===== config.mk =====
export PLATFORM = sky130hd
export DESIGN_NAME = disp_rd_arbiter_flat
export DESIGN_NICKNAME = d
export VERILOG_FILES = /design/src/rtl/disp_rd_if.sv /design/src/rtl/disp_rd_arbiter.sv /design/src/flat_wrapper.sv
export SDC_FILE = /design/constraint.sdc
export NUM_CORES = 1
export LEC_CHECK = 0
export ABC_AREA = 1
export CAP_MARGIN = 20
export CORE_AREA = 2 2 126 128
export DETAILED_ROUTE_END_ITERATION = 8
export DIE_AREA = 0 0 128 130
export GPL_ROUTABILITY_DRIVEN = 0
export PLACE_DENSITY_LB_ADDON = 0.1
export SYNTH_ARGS = -nofsm -noshare
export SYNTH_HDL_FRONTEND = slang
export SYNTH_SLANG_ARGS = --single-unit

===== constraint.sdc =====
create_clock -name clk -period 3.1 [get_ports clk]
set_clock_uncertainty 0.1 [all_clocks]
set_input_delay 0.31 -clock clk [delete_from_list [all_inputs] [get_ports clk]]
set_output_delay 0.31 -clock clk [all_outputs]
set_load 0.01 [all_outputs]

===== src/rtl/disp_rd_if.sv =====
// Bundle between disp_rd_arbiter and its surroundings: scheduling inputs,
// the SDRAM read-burst handshake and the shared display-FIFO write port.
interface disp_rd_if;
    logic        en;
    logic [8:0]  usedw_1;
    logic [8:0]  usedw_2;

    logic        rd_req;
    logic [21:0] rd_addr;
    logic        rd_ack;
    logic [15:0] rd_data;
    logic        rd_data_vld;

    logic        wr_1;
    logic        wr_2;
    logic [15:0] fifo_data;
    logic        fifo_sop;
    logic        fifo_eop;
    logic        busy;

    modport master (
        input  en, usedw_1, usedw_2, rd_ack, rd_data, rd_data_vld,
        output rd_req, rd_addr, wr_1, wr_2, fifo_data, fifo_sop, fifo_eop, busy
    );

    modport slave (
        output en, usedw_1, usedw_2, rd_ack, rd_data, rd_data_vld,
        input  rd_req, rd_addr, wr_1, wr_2, fifo_data, fifo_sop, fifo_eop, busy
    );
endinterface


===== src/rtl/disp_rd_arbiter.sv =====
// Round-robin SDRAM burst-read scheduler for the colour and binary display FIFOs;
// tags returned pixels with frame start/end markers.
module disp_rd_arbiter #(
    parameter int unsigned BURST_LEN = 256,
    parameter int unsigned FIFO_LOW  = 256,
    parameter int unsigned FRAME_PIX = 307200,
    parameter logic [21:0] BASE_1    = 22'h000000,
    parameter logic [21:0] BASE_2    = 22'h080000
) (
    input  logic      clk,
    input  logic      rst_n,
    disp_rd_if.master bus
);

    localparam int unsigned BeatW      = (BURST_LEN > 1) ? $clog2(BURST_LEN) : 1;
    localparam logic [BeatW-1:0] BeatLast = BeatW'(BURST_LEN - 1);
    localparam logic [18:0] BurstLen19 = 19'(BURST_LEN);
    localparam logic [18:0] FramePix19 = 19'(FRAME_PIX);
    localparam logic [18:0] FrameLast  = 19'(FRAME_PIX - 1);
    localparam logic [9:0]  FifoLow    = 10'(FIFO_LOW);

    typedef enum logic [1:0] {
        StIdle,
        StReq,
        StData
    } state_e;

    state_e           state_q, state_d;
    logic             sel_q, sel_d;     // 0: colour channel, 1: binary channel
    logic             last_q, last_d;
    logic [18:0]      pix_cnt_1_q, pix_cnt_1_d;
    logic [18:0]      pix_cnt_2_q, pix_cnt_2_d;
    logic [BeatW-1:0] beat_q, beat_d;
    logic [21:0]      addr_q, addr_d;

    logic             wr_1_q, wr_2_q, sop_q, eop_q;
    logic [15:0]      data_q;

    logic             elig_1, elig_2, pick, wr_fire;
    logic [18:0]      pix_cnt_sel, pix_next, pix_wrap, pix_idx;

    assign elig_1      = {1'b0, bus.usedw_1} < FifoLow;
    assign elig_2      = {1'b0, bus.usedw_2} < FifoLow;
    assign pix_cnt_sel = sel_q ? pix_cnt_2_q : pix_cnt_1_q;
    assign pix_next    = pix_cnt_sel + BurstLen19;
    assign pix_wrap    = (pix_next == FramePix19) ? '0 : pix_next;
    assign pix_idx     = pix_cnt_sel + 19'(beat_q);
    assign wr_fire     = (state_q == StData) && bus.rd_data_vld;

    always_comb begin
        state_d     = state_q;
        sel_d       = sel_q;
        last_d      = last_q;
        pix_cnt_1_d = pix_cnt_1_q;
        pix_cnt_2_d = pix_cnt_2_q;
        beat_d      = beat_q;
        addr_d      = addr_q;
        pick        = 1'b0;
        unique case (state_q)
            StIdle: begin
                if (bus.en && (elig_1 || elig_2)) begin
                    // On a tie the channel not served last goes next.
                    pick    = (elig_1 && elig_2) ? ~last_q : elig_2;
                    sel_d   = pick;
                    addr_d  = pick ? (BASE_2 + {3'b000, pix_cnt_2_q})
                                   : (BASE_1 + {3'b000, pix_cnt_1_q});
                    state_d = StReq;
                end
            end
            StReq: begin
                if (bus.rd_ack) begin
                    state_d = StData;
                    beat_d  = '0;
                end
            end
            StData: begin
                if (bus.rd_data_vld) begin
                    beat_d = beat_q + BeatW'(1);
                    if (beat_q == BeatLast) begin
                        state_d = StIdle;
                        last_d  = sel_q;
                        if (sel_q) begin
                            pix_cnt_2_d = pix_wrap;
                        end else begin
                            pix_cnt_1_d = pix_wrap;
                        end
                    end
                end
            end
            default: state_d = StIdle;
        endcase
    end

    always_ff @(posedge clk or negedge rst_n) begin
        if (!rst_n) begin
            state_q     <= StIdle;
            sel_q       <= 1'b0;
            last_q      <= 1'b1;
            pix_cnt_1_q <= '0;
            pix_cnt_2_q <= '0;
            beat_q      <= '0;
            addr_q      <= '0;
        end else begin
            state_q     <= state_d;
            sel_q       <= sel_d;
            last_q      <= last_d;
            pix_cnt_1_q <= pix_cnt_1_d;
            pix_cnt_2_q <= pix_cnt_2_d;
            beat_q      <= beat_d;
            addr_q      <= addr_d;
        end
    end

    // FIFO write port lags the returned beat by one cycle.
    always_ff @(posedge clk or negedge rst_n) begin
        if (!rst_n) begin
            wr_1_q <= 1'b0;
            wr_2_q <= 1'b0;
            sop_q  <= 1'b0;
            eop_q  <= 1'b0;
            data_q <= '0;
        end else begin
            wr_1_q <= wr_fire && !sel_q;
            wr_2_q <= wr_fire && sel_q;
            sop_q  <= wr_fire && (pix_idx == '0);
            eop_q  <= wr_fire && (pix_idx == FrameLast);
            if (wr_fire) begin
                data_q <= bus.rd_data;
            end
        end
    end

    assign bus.rd_req    = (state_q == StReq);
    assign bus.rd_addr   = addr_q;
    assign bus.busy      = (state_q != StIdle);
    assign bus.wr_1      = wr_1_q;
    assign bus.wr_2      = wr_2_q;
    assign bus.fifo_data = data_q;
    assign bus.fifo_sop  = sop_q;
    assign bus.fifo_eop  = eop_q;

endmodule


===== src/flat_wrapper.sv =====
// flat-port wrapper written by rule: the top's interface ports become plain ports
module disp_rd_arbiter_flat 
#(
    parameter int unsigned BURST_LEN = 256,
    parameter int unsigned FIFO_LOW  = 256,
    parameter int unsigned FRAME_PIX = 307200,
    parameter logic [21:0] BASE_1    = 22'h000000,
    parameter logic [21:0] BASE_2    = 22'h080000
)
  (clk, rst_n, bus_en, bus_usedw_1, bus_usedw_2, bus_rd_ack, bus_rd_data, bus_rd_data_vld, bus_rd_req, bus_rd_addr, bus_wr_1, bus_wr_2, bus_fifo_data, bus_fifo_sop, bus_fifo_eop, bus_busy);
  disp_rd_if bus_i ();
  input  logic clk;
  input  logic rst_n;
  input wire logic [$bits(bus_i.en)-1:0] bus_en;
  input wire logic [$bits(bus_i.usedw_1)-1:0] bus_usedw_1;
  input wire logic [$bits(bus_i.usedw_2)-1:0] bus_usedw_2;
  input wire logic [$bits(bus_i.rd_ack)-1:0] bus_rd_ack;
  input wire logic [$bits(bus_i.rd_data)-1:0] bus_rd_data;
  input wire logic [$bits(bus_i.rd_data_vld)-1:0] bus_rd_data_vld;
  output wire logic [$bits(bus_i.rd_req)-1:0] bus_rd_req;
  output wire logic [$bits(bus_i.rd_addr)-1:0] bus_rd_addr;
  output wire logic [$bits(bus_i.wr_1)-1:0] bus_wr_1;
  output wire logic [$bits(bus_i.wr_2)-1:0] bus_wr_2;
  output wire logic [$bits(bus_i.fifo_data)-1:0] bus_fifo_data;
  output wire logic [$bits(bus_i.fifo_sop)-1:0] bus_fifo_sop;
  output wire logic [$bits(bus_i.fifo_eop)-1:0] bus_fifo_eop;
  output wire logic [$bits(bus_i.busy)-1:0] bus_busy;
  assign bus_i.en = bus_en;
  assign bus_i.usedw_1 = bus_usedw_1;
  assign bus_i.usedw_2 = bus_usedw_2;
  assign bus_i.rd_ack = bus_rd_ack;
  assign bus_i.rd_data = bus_rd_data;
  assign bus_i.rd_data_vld = bus_rd_data_vld;
  assign bus_rd_req = bus_i.rd_req;
  assign bus_rd_addr = bus_i.rd_addr;
  assign bus_wr_1 = bus_i.wr_1;
  assign bus_wr_2 = bus_i.wr_2;
  assign bus_fifo_data = bus_i.fifo_data;
  assign bus_fifo_sop = bus_i.fifo_sop;
  assign bus_fifo_eop = bus_i.fifo_eop;
  assign bus_busy = bus_i.busy;
  disp_rd_arbiter #(.BURST_LEN(BURST_LEN), .FIFO_LOW(FIFO_LOW), .FRAME_PIX(FRAME_PIX), .BASE_1(BASE_1), .BASE_2(BASE_2)) u_core (.clk(clk), .rst_n(rst_n), .bus(bus_i));
endmodule

==> results of run 1 <==
## metrics by stage
| step | utilization [%] | area [µm²] | hold WS, ns |
|---|---|---|---|
| after detailed placement | 38.8 | 5980 | 0.287 |
| after CTS | 40.8 | 6290 | 0.303 |
| final | 40.9 | 6310 | 0.299 |
| after global routing | 40.9 | 6310 | 0.311 |
| after floorplan | - | 5220 | -0.0856 |
| after global placement | 38.8 | 5980 | 0.285 |
## worst max-delay path, delay by kind of cell, from the launching register on
family	cells	cell delay, ns
buffers and inverters	2	0.35
DFF	1	0.45
and+or+nand+nor	10	1.32
adders and majority gates	1	0.40
## power groups by stage
stage	Clock (mW)	Sequential, mW	Combinational [mW]
after CTS	1.16	1.58	1.65
after global routing	1.20	1.62	1.84
after global placement	0	1.59	1.63
after floorplan	0	1.66	0.815
final	1.13	1.58	1.63
after detailed placement	0	1.59	1.65
## registers in the layout, indices dropped and copies added, names as in the netlist
signal and cells:
u_core.bus.wr_2 1, u_core.bus.fifo_sop 1, u_core.bus.rd_addr 20, u_core.state_q 2, u_core.beat_q 8, u_core.bus.wr_1 1, u_core.pix_cnt_2_q 19, u_core.bus.fifo_data 16
u_core.bus.fifo_eop 1, u_core.pix_cnt_1_q 19, u_core.last_q 1
## area by class of cell
class	count	area (µm²)
Fill cell	1656	9110
Sequential cell	89	2230
Inverter	74	283
Clock inverter	2	38.8
Clock buffer	14	264
Timing Repair Buffer	77	738
Multi-Input combinational cell	529	2520
Tap cell	192	240
## what timing repair did
item / 4_1_cts / 5_1_grt
hold buffers: 1 / 0
endpoints found under the hold margin: 48 / 0
resized for setup: 0 / 3
setup buffers: 0 / 2
setup endpoints to repair: 0 / 2
## how the worst min path moves through the flow
stage / slack [ns] / cells after the start / to
after CTS: 0.30 / 0 / u_core.pix_cnt_1_q[7]$_DFFE_PN0P_
after detailed placement: 0.29 / 1 / u_core.bus.rd_addr[18]$_DFFE_PN0P_
final: 0.30 / 0 / u_core.pix_cnt_1_q[5]$_DFFE_PN0P_
after global routing: 0.31 / 0 / u_core.pix_cnt_1_q[7]$_DFFE_PN0P_
after global placement: 0.28 / 0 / u_core.pix_cnt_1_q[4]$_DFFE_PN0P_
after floorplan: -0.09 / 0 / u_core.beat_q[0]$_DFFE_PN0P_
## cell usage after synthesis, drive strengths merged
cell	count
o21ai	59
nand3	58
fa	1
o21a	1
ha	11
nor2	73
nand2	294
conb	1
a211oi	1
nand4	4
and2	2
a21oi	11
xor2	5
dfrtp	88
o31ai	1
inv	74
buf	12
nor3	5
dfstp	1
clkbuf	26
a31o	1
## routing by layer
metal,vias to the layer above,track usage (%)
met5,-,0
met4,0,5.69
met3,16,4.06
met2,85,32.1
met1,2113,21.5
li1,2360,-
## kinds of logic after synthesis
logic type,count (synthesis),synth area share [%]
flip-flops,89,42.7
buffers and inverters,112,9.09
other,1,0.0719
AND/OR/NAND/NOR,436,36.9
AO/OA/AOI/OAI,74,7.39
adder cells (fa/ha/maj),12,3.02
XOR/XNOR,5,0.839
==> run summary, run 1 <==
Post-Syn Area per Cell = 7.16 µm²
Top Metal Used = met4
worst min path class = flip-flop to flip-flop
largest net degree at the start of global routing = 52
metal2 WL = 6820 µm
wl on met1 = 6290 µm
Worst EP arrival = 2.87 ns
crit path capture type = flip-flop
pre-CTS WS = 0.264 ns
die height = 130 µm
vias per cell = 4.68
diode count = 0
Slew headroom = 45.4%
r2r startpoint = u_core.bus.rd_addr[19]$_DFFE_PN0P_
Layout Nets = 831
initial core utilization = 33.8%
CTS tree = built
final setup margin = 0.358 ns
I/O pins = 83
antenna viol nets, final = 0
Clk pwr share = 26.0%
commonest non-fill, non-tap cell in the layout = nand2_1
DRT iter0 DRCs = 215
max incr delay on CP = 0.45 ns
Die Wd = 128 µm
Seq pwr share = 36.4%
Synth top area share = 42.2%
CP Class = flip-flop to flip-flop
Int Pwr = 2.81 mW
most frequent CP cell = nand2_1
Worst-Skew Late Latency = 0.34 ns
most frequent cells in the layout = 275 x nand2_1, 87 x dfrtp_1, 70 x inv_1
PD cells = 688 nW/µm²
final cell count without fillers = 977
post-synthesis cell type count = 36
Routed met3 length = 453 µm
FP Rows = 46
final setup violation count = 0
status = finished clean
crit path from = u_core.bus.rd_addr[19]$_DFFE_PN0P_
PortBufs = 64
register area share after synthesis = 42.7%
initial antenna violation count = 0
total global-route track usage = 17.9%
# DRC = 0
vias = 4574
htree depth = 3
cell area after synthesis = 5220 µm²
area leader, netlist = dfrtp_1
Reg2Reg Capture Point = u_core.pix_cnt_2_q[15]$_DFFE_PN0P_
R2R cell count = 13
DP HPWL = 10100 µm
final setup TNS = 0 ns
final wirelength = 13800 µm
count of final hold-check violations = 0
CP max-delay cell = dfrtp_2
Mapped Cells = 729
number of iterations in the first detailed-routing pass = 4
first-pass GRT wire length = 23400 µm
Switching Fraction = 35.2%
average wire per standard cell = 14.1 µm
NetSw = 1.53 mW
CTS clock-pin slew for the worst setup and hold paths = 0.07 ns
Gate power share = 37.6%
RSZ-0062 raised after global routing = no
Startpoint Class = flip-flop
share of layout cells above drive strength 1 = 8.54%
vias in the first global route = 4676
CTS sink cnt = 89
CP required = 3.23 ns
Max Slew Vio Count = 0
Worst Setup EP = u_core.pix_cnt_2_q[15]$_DFFE_PN0P_
global route overflow = 0
Max Clk Rate = 365 MHz
post-synthesis register bit count = 89
final worst-path cycle share = 88.5%
Inserted Clock Buffers = 9
MaxCap Viol Count = 0
Die ar. = 16600 µm²
hold_sp = u_core.pix_cnt_1_q[5]$_DFFE_PN0P_
leakage = 3.20 nW
P&R area growth vs syn = 21.0%
fin crit period = 2.74 ns
top cells by area, synth = dfrtp_1 42%, nand2_1 20%, nand3_1 5.2%
Placed Cells = 958
Syn. warnings = 0
clock root cell = clkbuf_16
Pwr Total = 4.34 mW
Least-Margin Pin Slew = 0.818 ns
worst-path maximum fanout = 16
Max VDD drop = 0.000345 V
area of the core = 15400 µm²
Worst R2R Setup Slack = 0.36 ns
CTS Buffer Depth = 2
CP Cell Sequence = buf_4 -> nand2_1 -> nand2_4 -> ha_1 -> nand3_2 -> inv_2 -> nand2_1 -> nand2_1 -> nand3_1 -> nor2_1 -> nand3_2 -> nand3_1 -> nand2_1
No activity file was read; power rests on OpenSTA's default activity.
==> run 2: changes to the inputs <==
Clock period 3.1 ns to 2.7 ns, I/O delays scaled along.
==> run summary, run 2 (same netlist as run 1, synthesis figures left out) <==
status = finished clean
largest net degree at the start of global routing = 47 (-9.6%)
Worst EP arrival = 2.70 ns (-0.17 ns)
Startpoint Class = flip-flop
crit path capture type = flip-flop
R2R cell count = 14 (+1)
count of final hold-check violations = 0 (unchanged)
Clk pwr share = 26.9% (+0.9 points)
global route overflow = 0 (unchanged)
Layout Nets = 841 (+1.2%)
area of the core = 15400 µm² (unchanged)
worst min path class = flip-flop to flip-flop
# DRC = 0 (unchanged)
total global-route track usage = 17.9% (about the same)
DP HPWL = 10100 µm (+0.78%)
MaxCap Viol Count = 0 (unchanged)
final setup violation count = 0 (unchanged)
utilization after layout = 42.4% (+1.4 points)
Gate power share = 37.9% (+0.3 points)
share of layout cells above drive strength 1 = 13.0% (+4.4 points)
average wire per standard cell = 14.1 µm (-0.15%)
fin crit period = 2.52 ns (-0.224 ns)
diode count = 0 (unchanged)
worst-path maximum fanout = 6 (-10)
initial antenna violation count = 0 (unchanged)
commonest non-fill, non-tap cell in the layout = nand2_1
Max VDD drop = 0.000435 V (+26%)
P&R area growth vs syn = 25.3%
Slew headroom = 46.4% (+1.0 points)
Die Wd = 128 µm (unchanged)
vias = 4693 (+2.6%)
CTS clock-pin slew for the worst setup and hold paths = 0.07 ns (about the same)
PD cells = 790 nW/µm² (+15%)
CP Class = flip-flop to flip-flop
crit path from = u_core.bus.rd_addr[19]$_DFFE_PN0P_
vias per cell = 4.75 (+1.6%)
r2r startpoint = u_core.bus.rd_addr[19]$_DFFE_PN0P_
vias in the first global route = 4662 (-0.30%)
initial core utilization = 33.8% (unchanged)
Least-Margin Pin Slew = 0.803 ns (-0.0153 ns)
Die ar. = 16600 µm² (unchanged)
Seq pwr share = 35.2% (-1.2 points)
antenna viol nets, final = 0 (unchanged)
Pwr Total = 5.16 mW (+19%)
CTS sink cnt = 89 (unchanged)
NetSw = 1.81 mW (+18%)
die height = 130 µm (unchanged)
Max Slew Vio Count = 0 (unchanged)
Worst R2R Setup Slack = 0.18 ns (-0.18 ns)
DRT iter0 DRCs = 188 (-13%)
I/O pins = 83 (unchanged)
CP required = 2.88 ns (-0.35 ns)
first-pass GRT wire length = 23300 µm (-0.53%)
Worst-Skew Late Latency = 0.35 ns (about the same)
CTS tree = built
RSZ-0062 raised after global routing = yes
final wirelength = 13900 µm (+0.88%)
Int Pwr = 3.36 mW (+19%)
number of flip-flops under the largest register name = 20 (unchanged)
clock root cell = clkbuf_16
CTS Buffer Depth = 2 (unchanged)
most frequent cells in the layout = 265 x nand2_1, 87 x dfrtp_1, 70 x inv_1
Switching Fraction = 35.0% (-0.20 points)
FP Rows = 46 (unchanged)
final worst-path cycle share = 93.3% (+4.8 points)
Inserted Clock Buffers = 9 (unchanged)
leakage = 3.26 nW (+1.8%)
htree depth = 3 (unchanged)
number of iterations in the first detailed-routing pass = 4 (unchanged)
Worst Setup EP = u_core.bus.fifo_sop$_DFF_PN0_
Max Clk Rate = 397 MHz (+8.9%)
Reg2Reg Capture Point = u_core.bus.fifo_sop$_DFF_PN0_
PortBufs = 64 (unchanged)
## run 2: what timing repair did
action / 4_1_cts / 5_1_grt
pin swaps: 0 / 2
resized for setup: 2 / 29
endpoints found under the hold margin: 44 / 0
buffers inserted: 3 / 1
endpoints found under the setup margin: 2 / 14
hold buffers: 1 / 0
## run 2: area by class of cell
class | instances | area [µm²]
multi-input combinational | 529 | 2630
fill | 1631 | 8890
inverter | 74 | 280
clock inverter | 4 | 76.3
tap | 192 | 240
sequential | 89 | 2230
timing repair buffer | 87 | 830
clock buffer | 12 | 246
## run 2: critical path: stages (launching register included)
cell and delay (ns):
dfrtp_2 0.45, inv_4 0.09, nand2_1 0.06, nand2_2 0.08, ha_2 0.19, inv_1 0.05, fa_2 0.53, inv_1 0.04
nor3_1 0.18, nand4_1 0.12, nor2_1 0.15, nand2_1 0.08, nor2_2 0.13, nand3_1 0.09, nor2_1 0.11
## run 2: power groups by stage
stage | combinational, mW | clock, mW | sequential [mW]
after detailed placement | 1.93 | 0 | 1.83
after global placement | 1.91 | 0 | 1.83
after CTS | 1.97 | 1.43 | 1.82
after global routing | 2.18 | 1.47 | 1.85
final | 1.96 | 1.39 | 1.82
after floorplan | 0.936 | 0 | 1.91
## run 2: layer usage
layer  global-route usage (%)  share of wire [%]  up-vias
met1                     21.2                 44     2217
met3                     4.18                4.0       10
met5                        0                  0        -
met2                     32.4                 51       94
met4                     5.49                1.0        0
li1                         -                  -     2372
## run 2: worst min-delay path by stage
| stage | start | end | slack (ns) | depth (start not counted) |
|---|---|---|---|---|
| after floorplan | rst_n | u_core.beat_q[0]$_DFFE_PN0P_ | -0.13 | 0 |
| after CTS | u_core.pix_cnt_1_q[2]$_DFFE_PN0P_ | u_core.pix_cnt_1_q[2]$_DFFE_PN0P_ | 0.30 | 0 |
| after detailed placement | rst_n | u_core.pix_cnt_2_q[15]$_DFFE_PN0P_ | 0.23 | 1 |
| final | u_core.pix_cnt_1_q[2]$_DFFE_PN0P_ | u_core.pix_cnt_1_q[2]$_DFFE_PN0P_ | 0.30 | 0 |
| after global placement | rst_n | u_core.pix_cnt_2_q[15]$_DFFE_PN0P_ | 0.21 | 1 |
| after global routing | u_core.pix_cnt_1_q[1]$_DFFE_PN0P_ | u_core.pix_cnt_1_q[1]$_DFFE_PN0P_ | 0.31 | 0 |
## run 2: metrics by stage
stage / hold slack [ns] / cell area [µm²] / cells / setup TNS, ns / worst slack, ns
after global routing: 0.306 / 6530 / 987 / -0.0297 / -0.0297
after detailed placement: 0.230 / 6050 / 966 / -0.123 / -0.0624
after CTS: 0.299 / 6410 / 986 / 0 / 0.0157
final: 0.297 / 6530 / 987 / 0 / 0.181
after floorplan: -0.126 / 5220 / 730 / 0 / 0.158
after global placement: 0.215 / 6050 / 966 / 0 / 0.0207
